### src/rtl/ps2_mouse_acc.sv
// PS/2 mouse motion accumulator: sums X/Y/wheel deltas between host polls,
// saturates each axis, and hands out a snapshot on a one-cycle read handshake.
module ps2_mouse_acc #(
  parameter int CLIP_W   = 9,
  parameter bit WHEEL_EN = 1,
  parameter bit INVERT_Y = 0
) (
  input  logic              clk,
  input  logic              reset_n,
  input  logic              ce,
  input  logic [24:0]       ps2_mouse,
  input  logic [15:0]       ps2_mouse_ext,
  input  logic              rd_req,
  output logic              rd_ack,
  output logic [3:0]        flags,
  output logic [3:0]        buttons,
  output logic [CLIP_W-2:0] x,
  output logic [CLIP_W-2:0] y,
  output logic [7:0]        z,
  output logic              moved
);
  localparam int AW = CLIP_W + 1;
  localparam logic signed [AW-1:0] MAXV = {2'b00, {(CLIP_W-1){1'b1}}};
  localparam logic signed [AW-1:0] MINV = {2'b11, {(CLIP_W-1){1'b0}}};

  typedef enum logic {IDLE, ACK} state_t;
  state_t state_q, state_d;

  logic primed, old_stb, strobe, snap;
  logic signed [AW-1:0] acc_x, acc_y, dx, dy_raw, dy;
  logic signed [AW-1:0] sum_x, sum_y, nx_x, nx_y;
  logic signed [8:0]    acc_z, dz, sum_z, nx_z;
  logic                 x_ov, y_ov, clip_x, clip_y;
  logic                 unused_bits;

  assign unused_bits = ^{ps2_mouse[7:6], ps2_mouse[3]};

  // primed keeps the first post-reset edge from seeing a false toggle
  assign strobe = primed & (ps2_mouse[24] ^ old_stb);

  assign dx     = {{(AW-9){ps2_mouse[4]}}, ps2_mouse[4], ps2_mouse[15:8]};
  assign dy_raw = {{(AW-9){ps2_mouse[5]}}, ps2_mouse[5], ps2_mouse[23:16]};
  assign dy     = INVERT_Y ? -dy_raw : dy_raw;
  assign dz     = {ps2_mouse_ext[7], ps2_mouse_ext[7:0]};

  always_comb begin
    state_d = state_q;
    rd_ack  = 1'b0;
    snap    = 1'b0;
    case (state_q)
      IDLE: if (ce && rd_req) begin
        snap    = 1'b1;
        state_d = ACK;
      end
      ACK: begin
        rd_ack  = 1'b1;
        state_d = IDLE;
      end
      default: state_d = IDLE;
    endcase
  end

  // a packet coinciding with a snapshot lands on a zero base
  always_comb begin
    sum_x  = (snap ? '0 : acc_x) + dx;
    sum_y  = (snap ? '0 : acc_y) + dy;
    sum_z  = (snap ? '0 : acc_z) + dz;
    nx_x   = sum_x;
    nx_y   = sum_y;
    nx_z   = sum_z;
    clip_x = 1'b0;
    clip_y = 1'b0;
    if (sum_x > MAXV)      begin nx_x = MAXV; clip_x = 1'b1; end
    else if (sum_x < MINV) begin nx_x = MINV; clip_x = 1'b1; end
    if (sum_y > MAXV)      begin nx_y = MAXV; clip_y = 1'b1; end
    else if (sum_y < MINV) begin nx_y = MINV; clip_y = 1'b1; end
    if (sum_z > 9'sd127)       nx_z = 9'sd127;
    else if (sum_z < -9'sd128) nx_z = -9'sd128;
  end

  always_ff @(posedge clk or negedge reset_n) begin
    if (!reset_n) begin
      state_q <= IDLE;
      primed  <= 1'b0;
      old_stb <= 1'b0;
      acc_x   <= '0;
      acc_y   <= '0;
      acc_z   <= '0;
      x_ov    <= 1'b0;
      y_ov    <= 1'b0;
      buttons <= '0;
      flags   <= '0;
      x       <= '0;
      y       <= '0;
      z       <= '0;
    end else begin
      state_q <= state_d;
      primed  <= 1'b1;
      old_stb <= ps2_mouse[24];
      if (strobe) begin
        acc_x   <= nx_x;
        acc_y   <= nx_y;
        acc_z   <= WHEEL_EN ? nx_z : 9'sd0;
        buttons <= {|ps2_mouse_ext[15:8], ps2_mouse[2:0]};
      end else if (snap) begin
        acc_x <= '0;
        acc_y <= '0;
        acc_z <= '0;
      end
      x_ov <= (x_ov & ~snap) | (strobe & clip_x);
      y_ov <= (y_ov & ~snap) | (strobe & clip_y);
      if (snap) begin
        x     <= acc_x[CLIP_W-2:0];
        y     <= acc_y[CLIP_W-2:0];
        z     <= acc_z[7:0];
        flags <= {y_ov, x_ov, acc_y[AW-1], acc_x[AW-1]};
      end
    end
  end

  assign moved = (|acc_x) | (|acc_y) | (|acc_z) | x_ov | y_ov;
endmodule

### config.mk
export PLATFORM = sky130hd
export DESIGN_NAME = ps2_mouse_acc
export DESIGN_NICKNAME = d
export VERILOG_FILES = /design/src/rtl/ps2_mouse_acc.sv
export SDC_FILE = /design/constraint.sdc
export NUM_CORES = 1
export LEC_CHECK = 0
export BUFFER_PORTS_ARGS = -buffer_cell sky130_fd_sc_hd__buf_2
export CORE_UTILIZATION = 45
export DETAILED_ROUTE_END_ITERATION = 10
export GPL_TIMING_DRIVEN = 0
export PLACE_DENSITY_LB_ADDON = 0.05
export SYNTH_ARGS = -nofsm -noshare
export SYNTH_HDL_FRONTEND = slang
export SYNTH_SLANG_ARGS = --single-unit
export TNS_END_PERCENT = 50
### constraint.sdc
create_clock -name clk -period 3.95 [get_ports clk]
set_input_delay 0.5925 -clock clk [delete_from_list [all_inputs] [get_ports clk]]
set_output_delay 0.5925 -clock clk [all_outputs]
set_load 0.03 [all_outputs]
======== Word-level counts from Yosys, hierarchy flattened ========
Cells that the tools add are included.
word-level totals
  input bits .............................. 45
  bits in registers ....................... 66
  output and inout bits ................... 34
operators by class
  reductions and logical operators ........ 5
  $add $sub $neg .......................... 3
  bitwise gates (word level) .............. 14
  order comparisons ....................... 6
  multiplexer cells ....................... 20
operator list
  operator                                             count
  2-to-1 mux 10 bit                                    8
  2-to-1 mux 9 bit                                     4
  adder 10 bit                                         2
  > comparator 10 x 9 -> 1 bit, second input constant  2
  < comparator 10 x 9 -> 1 bit, second input constant  2
  OR reduction 10 bit                                  2
  adder 9 bit                                          1
  > comparator 9 x 8 -> 1 bit, second input constant   1
  < comparator 9 x 8 -> 1 bit, second input constant   1
  OR reduction 9 bit                                   1
  OR reduction 8 bit                                   1
  2-to-1 mux 1 bit                                     7
  OR 1 bit                                             6
  bitwise AND 1 bit                                    5
  inverter 1 bit                                       2
  case mux 1 bit (2 select lines)                      1
  logical AND 1 bit                                    1
  XOR 1 bit                                            1

======== Logic depth before layout (Yosys ltp) ========
Gate-level depths: netlist of the first run.
  word-level depth ........................ 10
  mapped depth ............................ 14
  gate-level depth less buffers ........... 12

======== Worst setup path after synthesis of the first run ========
Ideal clock, no wire load.
  kind .................................... reg-to-reg
  start point ............................. register state_q
  end point ............................... register acc_z[0]
  stages on the path, launching flop included .. 13
  arrival ................................. 3.145 ns
  clock period less this slack ............ 3.271 ns
  required time ........................... 3.824 ns
  slack ................................... 0.679 ns
  cell sequence ........................... dfrtp_1 nand3b_1 clkbuf_1 clkbuf_1 and2_1 ha_1 fa_1 a211oi_1 o21ai_1 a31oi_1 xnor2_1 a21oi_1 a221o_1
on the way
  cells in the longest elaborated chain, start to end .. 7
ends and longest elaborated chain
  what                         RTL line  RTL
  start, declared              27        state_t state_q, state_d;
  start signal, assigned       97        state_q <= state_d;
  2-to-1 mux 1 bit (*)         50        case (state_q)
  2-to-1 mux 9 bit (*)         -
  adder 9 bit                  67        sum_z = (snap ? '0 : acc_z) + dz;
  < comparator 9 x 8 -> 1 bit  78        else if (sum_z < -9'sd128) nx_z = -9'sd128;
  2-to-1 mux 9 bit             78
  2-to-1 mux 9 bit             77        if (sum_z > 9'sd127) nx_z = 9'sd127;
  2-to-1 mux 9 bit (*)         100       if (strobe) begin
  end signal, assigned         103       acc_z <= WHEEL_EN ? nx_z : 9'sd0;
  end, declared                32        logic signed [8:0] acc_z, dz, sum_z, nx_z;
Mark *: on every way between the ends. The rest lies on a longest branch, timed or not.
A chain may end at the register's enable or synchronous reset.

======== Final worst setup path of the first run ========
  start point ............................. register state_q
  end point ............................... register acc_z[6]
The elaborated chain is that of the path after synthesis.

==> results of run 1 <==
==> power by group through the flow <==
stage / sequential, mW / combinational, mW / clock, mW
finish: 1.16 / 1.89 / 0.584
global placement: 1.17 / 1.86 / 0
detailed placement: 1.17 / 1.89 / 0
floorplan: 1.32 / 1.25 / 0
global route: 1.20 / 2.10 / 0.630
CTS: 1.16 / 1.90 / 0.597
==> kinds of logic (layout without fill, tap and decap cells) <==
kind of cell,count (synthesis),count (layout),share of synthesized area [%]
adder cells (fa/ha/maj),37,37,11.76
other,1,1,0.09299
AO/OA/AOI/OAI,91,91,15.64
XOR/XNOR,27,27,6.423
AND/OR/NAND/NOR,198,198,22.12
flip-flops,66,66,40.96
buffers and inverters,26,116,3.010
==> layout make-up <==
cell class | instances | area, um^2 | share of cell area, %
flip-flops and latches | 66 | 1652 | 34.81
multi-input cells | 354 | 2260 | 47.63
well taps | 108 | 135.1 | 2.848
inverters | 9 | 33.78 | 0.7120
plain buffers | 16 | 85.08 | 1.793
clock inverters | 7 | 77.57 | 1.635
repair buffers | 75 | 377.9 | 7.964
clock buffers | 9 | 123.9 | 2.611
==> path summary, 6_finish.rpt <==
check                           cells past startpoint  slack, ns         startpoint                  to
worst min-delay path                                1       0.34            reset_n    z[5]$_DFFE_PN0P_
worst max register to register                     11       0.39  state_q$_DFF_PN0_  acc_z[6]$_DFF_PN0_
worst max-delay path                               11       0.39  state_q$_DFF_PN0_  acc_z[6]$_DFF_PN0_
worst min register to register                      2       0.47   z[6]$_DFFE_PN0P_    z[6]$_DFFE_PN0P_
min in group clk                                    1       0.37      ps2_mouse[24]   old_stb$_DFF_PN0_
max in group asynchronous                           1       3.06            reset_n  acc_y[8]$_DFF_PN0_
==> registers in the layout, indices dropped and copies added (netlist names), 4 cells and up <==
name,cells
acc_x,10
acc_y,10
acc_z,9
x,8
y,8
z,8
buttons,4
flags,4
==> synth_stat cells (all sizes together) (2+ instances only) <==
cell	count
nand3	5
o21a	3
a31oi	3
ha	26
clkbuf	13
nor2b	2
nor4	10
xor2	14
maj3	8
nor2	17
a211oi	6
a21oi	13
o211ai	4
and2	27
a32oi	3
a21o	6
xnor2	13
buf	3
o311ai	2
or4	2
a22o	2
nor3	4
fa	3
nand2	123
o21bai	2
a221o	5
dfrtp	66
inv	9
o21ai	34
nand2b	4
==> metrics by stage <==
stage | cell area, um^2 | cells | util [%] | TNS [ns] | total power [mW]
final | 4745 | 644 | 54.67 | 0 | 3.634
after global routing | 4745 | 644 | 54.67 | 0 | 3.926
after CTS | 4747 | 645 | 54.70 | 0 | 3.657
after detailed placement | 4546 | 629 | 52.38 | -2.797 | 3.062
after global placement | 4543 | 629 | 52.35 | -1.999 | 3.026
after floorplan | 4033 | 446 | - | 0 | 2.570
==> layer usage <==
| metal | wire, um | vias up |
|---|---|---|
| met5 | 0 | - |
| met4 | 118 | 0 |
| met3 | 506 | 10 |
| met2 | 4475 | 95 |
| met1 | 5039 | 1629 |
| li1 | - | 1714 |
==> key figures, run 1 <==
Placement
  – Gp weighted congestion: 0.8073
  – PortBufs: 75
  – DP Worst Slack: -0.2867 ns
  – DP HPWL: 7.614 mm

CTS
  – Post-CTS sizing: 0
  – Setup bufs post-CTS: 0
  – Skew-Pair Late Insertion Delay: 0.36 ns
  – CTS tree: done
  – H-tree depth: 3
  – Root Buffer: clkbuf_8
  – Clk pin slew, worst setup/hold paths: 0.07 ns
  – Number of buffers created by CTS: 9
  – CTS hold repair buffers: 0
  – CTS sink count: 66
  – Max Root-Sink Buffers: 2

STA
  – Max Fclk: 281.1 MHz
  – Max-slew headroom: 44.37%
  – Shortest period the worst path allows: 3.558 ns
  – Worst slew pin tran: 0.8344 ns
  – Final Hold Violating Endpoints: 0
  – Final setup fails: 0
  – Hold slack: 0.3356 ns
  – Final clock skew: 0.009404 ns
  – Final period util: 90.06%
  – Unrepaired setup endpoints after global routing: false
  – Final worst slack: 0.3925 ns
  – Slew Limit Fails: 0

Detailed routing
  – WL per Instance: 15.75 um
  – Via total after detailed routing: 3448
  – Drt drc: 0
  – Drt first pass iters: 5
  – DRT iter0 DRCs: 169
  – Post-route ant nets: 0
  – Final WL: 10.14 mm
  – Vias per cell: 5.354

Floorplanning
  – Chip width: 96.67 um
  – Initial Util: 46.47%
  – Die height: 96.67 um
  – Num rows: 34
  – Die area: 9344 um^2
  – IO Pins: 79
  – Core region area: 8678 um^2

Setup path
  – Slowest Stage Delay on Critical Path: 0.50 ns
  – CP required: 4.24 ns
  – Crit path max-delay cell type: nor3_1
  – Worst setup SP type: flop
  – Worst path bufs/invs: 1
  – CP arrival: 3.84 ns
  – Critical path endpoint category: flop
  – CP delay by family, top: simple AND/OR/NAND/NOR gates
  – Worst Path Max Fanout: 19
  – CP Cell Sequence: nand3b_1, clkbuf_2, and2_1, ha_1, fa_1, a211oi_1, o21ai_1, a31oi_1, xnor2_1, nor3_1, a221o_1
  – WS Path Type: reg2reg

Run
  – Maxcap violations: 0

Logic synthesis
  – Synthesized instance count: 446
  – Syn avg cell area: 9.042 um^2
  – Synth top area share: 40.96%
  – Ys async rst share: 100.0%
  – Seq/Total Area, Yosys: 40.96%
  – Largest area contributor in the netlist: dfrtp_1
  – Syn Nets: 520
  – Primary FF master, synth: dfrtp_1
  – Post-synthesis cell area: 4033 um^2
  – Flop and latch count out of synthesis: 66
  – Top cells by area, synth: dfrtp_1 (41%), nand2_1 (11%), ha_1 (8.1%)
  – Ys Warns: 0
  – Synth unique cells: 54
  – Post-synth EDFFs: 0

Worst hold path
  – Worst min-delay path class: in2async

GRT
  – GRT Util Overall: 23.40%
  – Met1 Resource Use GR: 33.66%
  – Pin count of the biggest net entering global routing: 67
  – Met2 Use GR: 36.02%
  – First-pass GRT wire length: 17.16 mm
  – Initial antenna violation count: 0
  – GRT overflow: 0
  – Met3 Resource Use GR: 4.769%
  – GRT Max-Usage Layer: met2
  – Vias in the first global route: 3413

Pwr
  – Sw Share: 44.78%
  – Logic gate share of total power: 52.0%
  – Lkg Pwr: 2.389 nW
  – Clk pwr share: 16.1%
  – Pwr per Cell Area: 766.0 nW/um^2
  – Part of the power in registers: 31.9%
  – Internal power: 2.007 mW
  – Net Switching: 1.627 mW
  – VDD IR max: 0.0002229 V

Layout
  – NumNets Final: 605
  – Commonest non-fill, non-tap cell in the layout: nand2_1
  – Share of cells above drive strength 1: 21.08%
  – N_diodes: 0
  – Fillers: 855
  – Most frequent cells in the layout: nand2_1 (123), buf_2 (74), dfrtp_1 (66), and2_1 (27), o21ai_1 (27)
  – Area growth syn-to-layout: 17.65%

Status
  – Status: completed
Note: power is estimated with default switching activity, not from simulation.
==> inputs of run 2 (changes only) <==
Settings changed: ABC_AREA set to 1.
==> key figures, run 2 <==
Status
  – Status: completed

CTS
  – CTS sink count: 66
  – Clk pin slew, worst setup/hold paths: 0.08 ns
  – Setup bufs post-CTS: 0
  – CTS tree: done
  – H-tree depth: 3
  – Max Root-Sink Buffers: 2
  – CTS hold repair buffers: 0
  – Number of buffers created by CTS: 9
  – Skew-Pair Late Insertion Delay: 0.34 ns
  – Post-CTS sizing: 0
  – Root Buffer: clkbuf_8

Logic synthesis
  – Ys async rst share: 100.0%
  – Primary FF master, synth: dfrtp_1
  – Top cells by area, synth: dfrtp_1 (38%), nand2_1 (18%), ha_1 (7.5%)
  – Syn avg cell area: 7.362 um^2
  – Seq/Total Area, Yosys: 37.83%
  – Commonest cells post-synth: nand2_1 (214), inv_1 (77), dfrtp_1 (66), nor2_1 (42), o21ai_0 (31)
  – Largest area contributor in the netlist: dfrtp_1
  – Flop and latch count out of synthesis: 66
  – Ys Warns: 0
  – Post-synthesis cell area: 4365 um^2
  – Synth unique cells: 34
  – Syn Nets: 667
  – Synth top area share: 37.83%
  – Count leader, synth: nand2_1
  – Post-synth EDFFs: 0
  – Synthesized instance count: 593

Detailed routing
  – Drt first pass iters: 4
  – Final WL: 10.35 mm
  – WL per Instance: 12.73 um
  – Via total after detailed routing: 3809
  – Vias per cell: 4.685
  – Post-route ant nets: 0
  – Drt drc: 0
  – DRT iter0 DRCs: 95

Pwr
  – VDD IR max: 0.0003022 V
  – Power, Total: 3.764 mW
  – Lkg Pwr: 2.920 nW
  – Pwr per Cell Area: 733.4 nW/um^2

GRT
  – Initial antenna violation count: 0
  – Vias in the first global route: 3773
  – First-pass GRT wire length: 17.63 mm
  – GRT overflow: 0
  – Pin count of the biggest net entering global routing: 67
  – GRT Util Overall: 22.63%

STA
  – Shortest period the worst path allows: 3.021 ns
  – Slew Limit Fails: 0
  – Unrepaired setup endpoints after global routing: false
  – Final setup fails: 0
  – Final clock skew: 0.01022 ns
  – Setup TNS: 0 ns
  – Final period util: 76.48%
  – Worst slew pin tran: 0.8342 ns
  – Max Fclk: 331.0 MHz
  – Hold slack: 0.3534 ns
  – Final Hold Violating Endpoints: 0
  – Max-slew headroom: 44.39%

Setup path
  – CP delay by family, top: simple AND/OR/NAND/NOR gates
  – Crit path max-delay cell type: fa_1
  – Worst path bufs/invs: 7
  – Critical path endpoint category: flop
  – Worst Path Max Fanout: 10
  – Slowest Stage Delay on Critical Path: 0.41 ns
  – CP required: 4.17 ns
  – CP arrival: 3.25 ns
  – Worst setup SP type: flop
  – WS Path Type: reg2reg
  – CP Cell Sequence: inv_1, nand3_4, inv_1, buf_2, buf_2, nor2_1, ha_1, inv_1, fa_1, inv_1, nand3_1, nand2_2, nand2_1, nand2_1, nand2_1, nand2_2, inv_1, nand2_4, nand2_1, nand2_1, o21ai_2

Layout
  – Final design utilization: 55.02%
  – Fillers: 934
  – NumNets Final: 753
  – Area growth syn-to-layout: 17.57%
  – Commonest non-fill, non-tap cell in the layout: nand2_1
  – N_diodes: 0
  – Most frequent cells in the layout: nand2_1 (214), buf_2 (81), inv_1 (77), dfrtp_1 (66), nor2_1 (42)
  – Biggest regs: acc_x (10), acc_y (10), acc_z (9)
  – Share of cells above drive strength 1: 22.22%

Floorplanning
  – Die height: 100.5 um
  – IO Pins: 79
  – Num rows: 35
  – Initial Util: 46.80%
  – Chip width: 100.5 um
  – Core region area: 9328 um^2
  – Die area: 10100 um^2

Placement
  – PortBufs: 75
  – Gp weighted congestion: 0.8137
  – DP HPWL: 8.027 mm

Run
  – Maxcap violations: 0

Worst hold path
  – Worst min-delay path class: in2async
==> run 2: changes by cell type after synthesis, moves of 7 or more <==
cell      before  now
and2_1        27    0
buf_2          0    7
clkbuf_1      13    6
inv_1          9   77
maj3_2         7    0
nand2_1      123  214
nand2_2        0   15
nand3_1        4   21
nor2_1        16   42
o21ai_0        6   31
o21ai_1       27    2
xnor2_1       12    4
==> run 2: cell families (layout without fill, tap and decap cells) <==
group	after synthesis	count (layout)	synth area share, %
flops	66	66	37.83
other cells	1	1	0.08590
compound gates	63	63	8.713
buf+inv	96	187	8.455
simple gates	325	325	33.48
xor+xnor	13	13	2.608
fa+ha+maj	29	29	8.828
==> run 2: area by class of cell <==
class                   count  area (um^2)  area share (%)
multi-input cells         431         2345           45.69
flip-flops and latches     66         1652           32.18
repair buffers             75        377.9           7.362
inverters                  82        307.8           5.997
well taps                 129        161.4           3.145
clock buffers              10        137.6           2.682
clock inverters             6        90.09           1.755
plain buffers              14        61.31           1.195
==> run 2: worst paths after layout <==
path | slack [ns] | depth (start not counted) | to | start
worst max-delay path | 0.93 | 21 | x_ov$_DFF_PN0_ | state_q$_DFF_PN0_
worst min-delay path | 0.35 | 1 | y[4]$_DFFE_PN0P_ | reset_n
worst max register to register | 0.93 | 21 | x_ov$_DFF_PN0_ | state_q$_DFF_PN0_
worst min register to register | 0.47 | 2 | buttons[2]$_DFFE_PN0P_ | buttons[2]$_DFFE_PN0P_
max in group asynchronous | 3.06 | 1 | y[6]$_DFFE_PN0P_ | reset_n
min in group clk | 0.39 | 1 | old_stb$_DFF_PN0_ | ps2_mouse[24]
==> run 2: report_power, final <==
| part | switching [mW] | internal, mW |
|---|---|---|
| Clock | 0.273 | 0.372 |
| Combinational | 1.38 | 0.701 |
| Sequential | 0.108 | 0.931 |
| Total | 1.76 | 2.00 |
==> run 2: metrics by stage <==
stage / worst slack, ns / std cells / instance area, um^2
after global placement: 0.6359 / 797 / 4902
final: 0.9292 / 813 / 5132
after floorplan: 1.189 / 593 / 4365
after global routing: 0.5618 / 813 / 5132
after detailed placement: 0.5791 / 797 / 4905
after CTS: 0.8892 / 813 / 5132
==> run 2: per-layer routing <==
metal | GRT usage, % | vias up | routed length [um]
li1 | - | 2017 | -
met1 | 28.48 | 1731 | 4743
met2 | 40.25 | 53 | 5209
met3 | 3.051 | 8 | 290
met4 | 7.135 | 0 | 107
met5 | 0 | - | 0
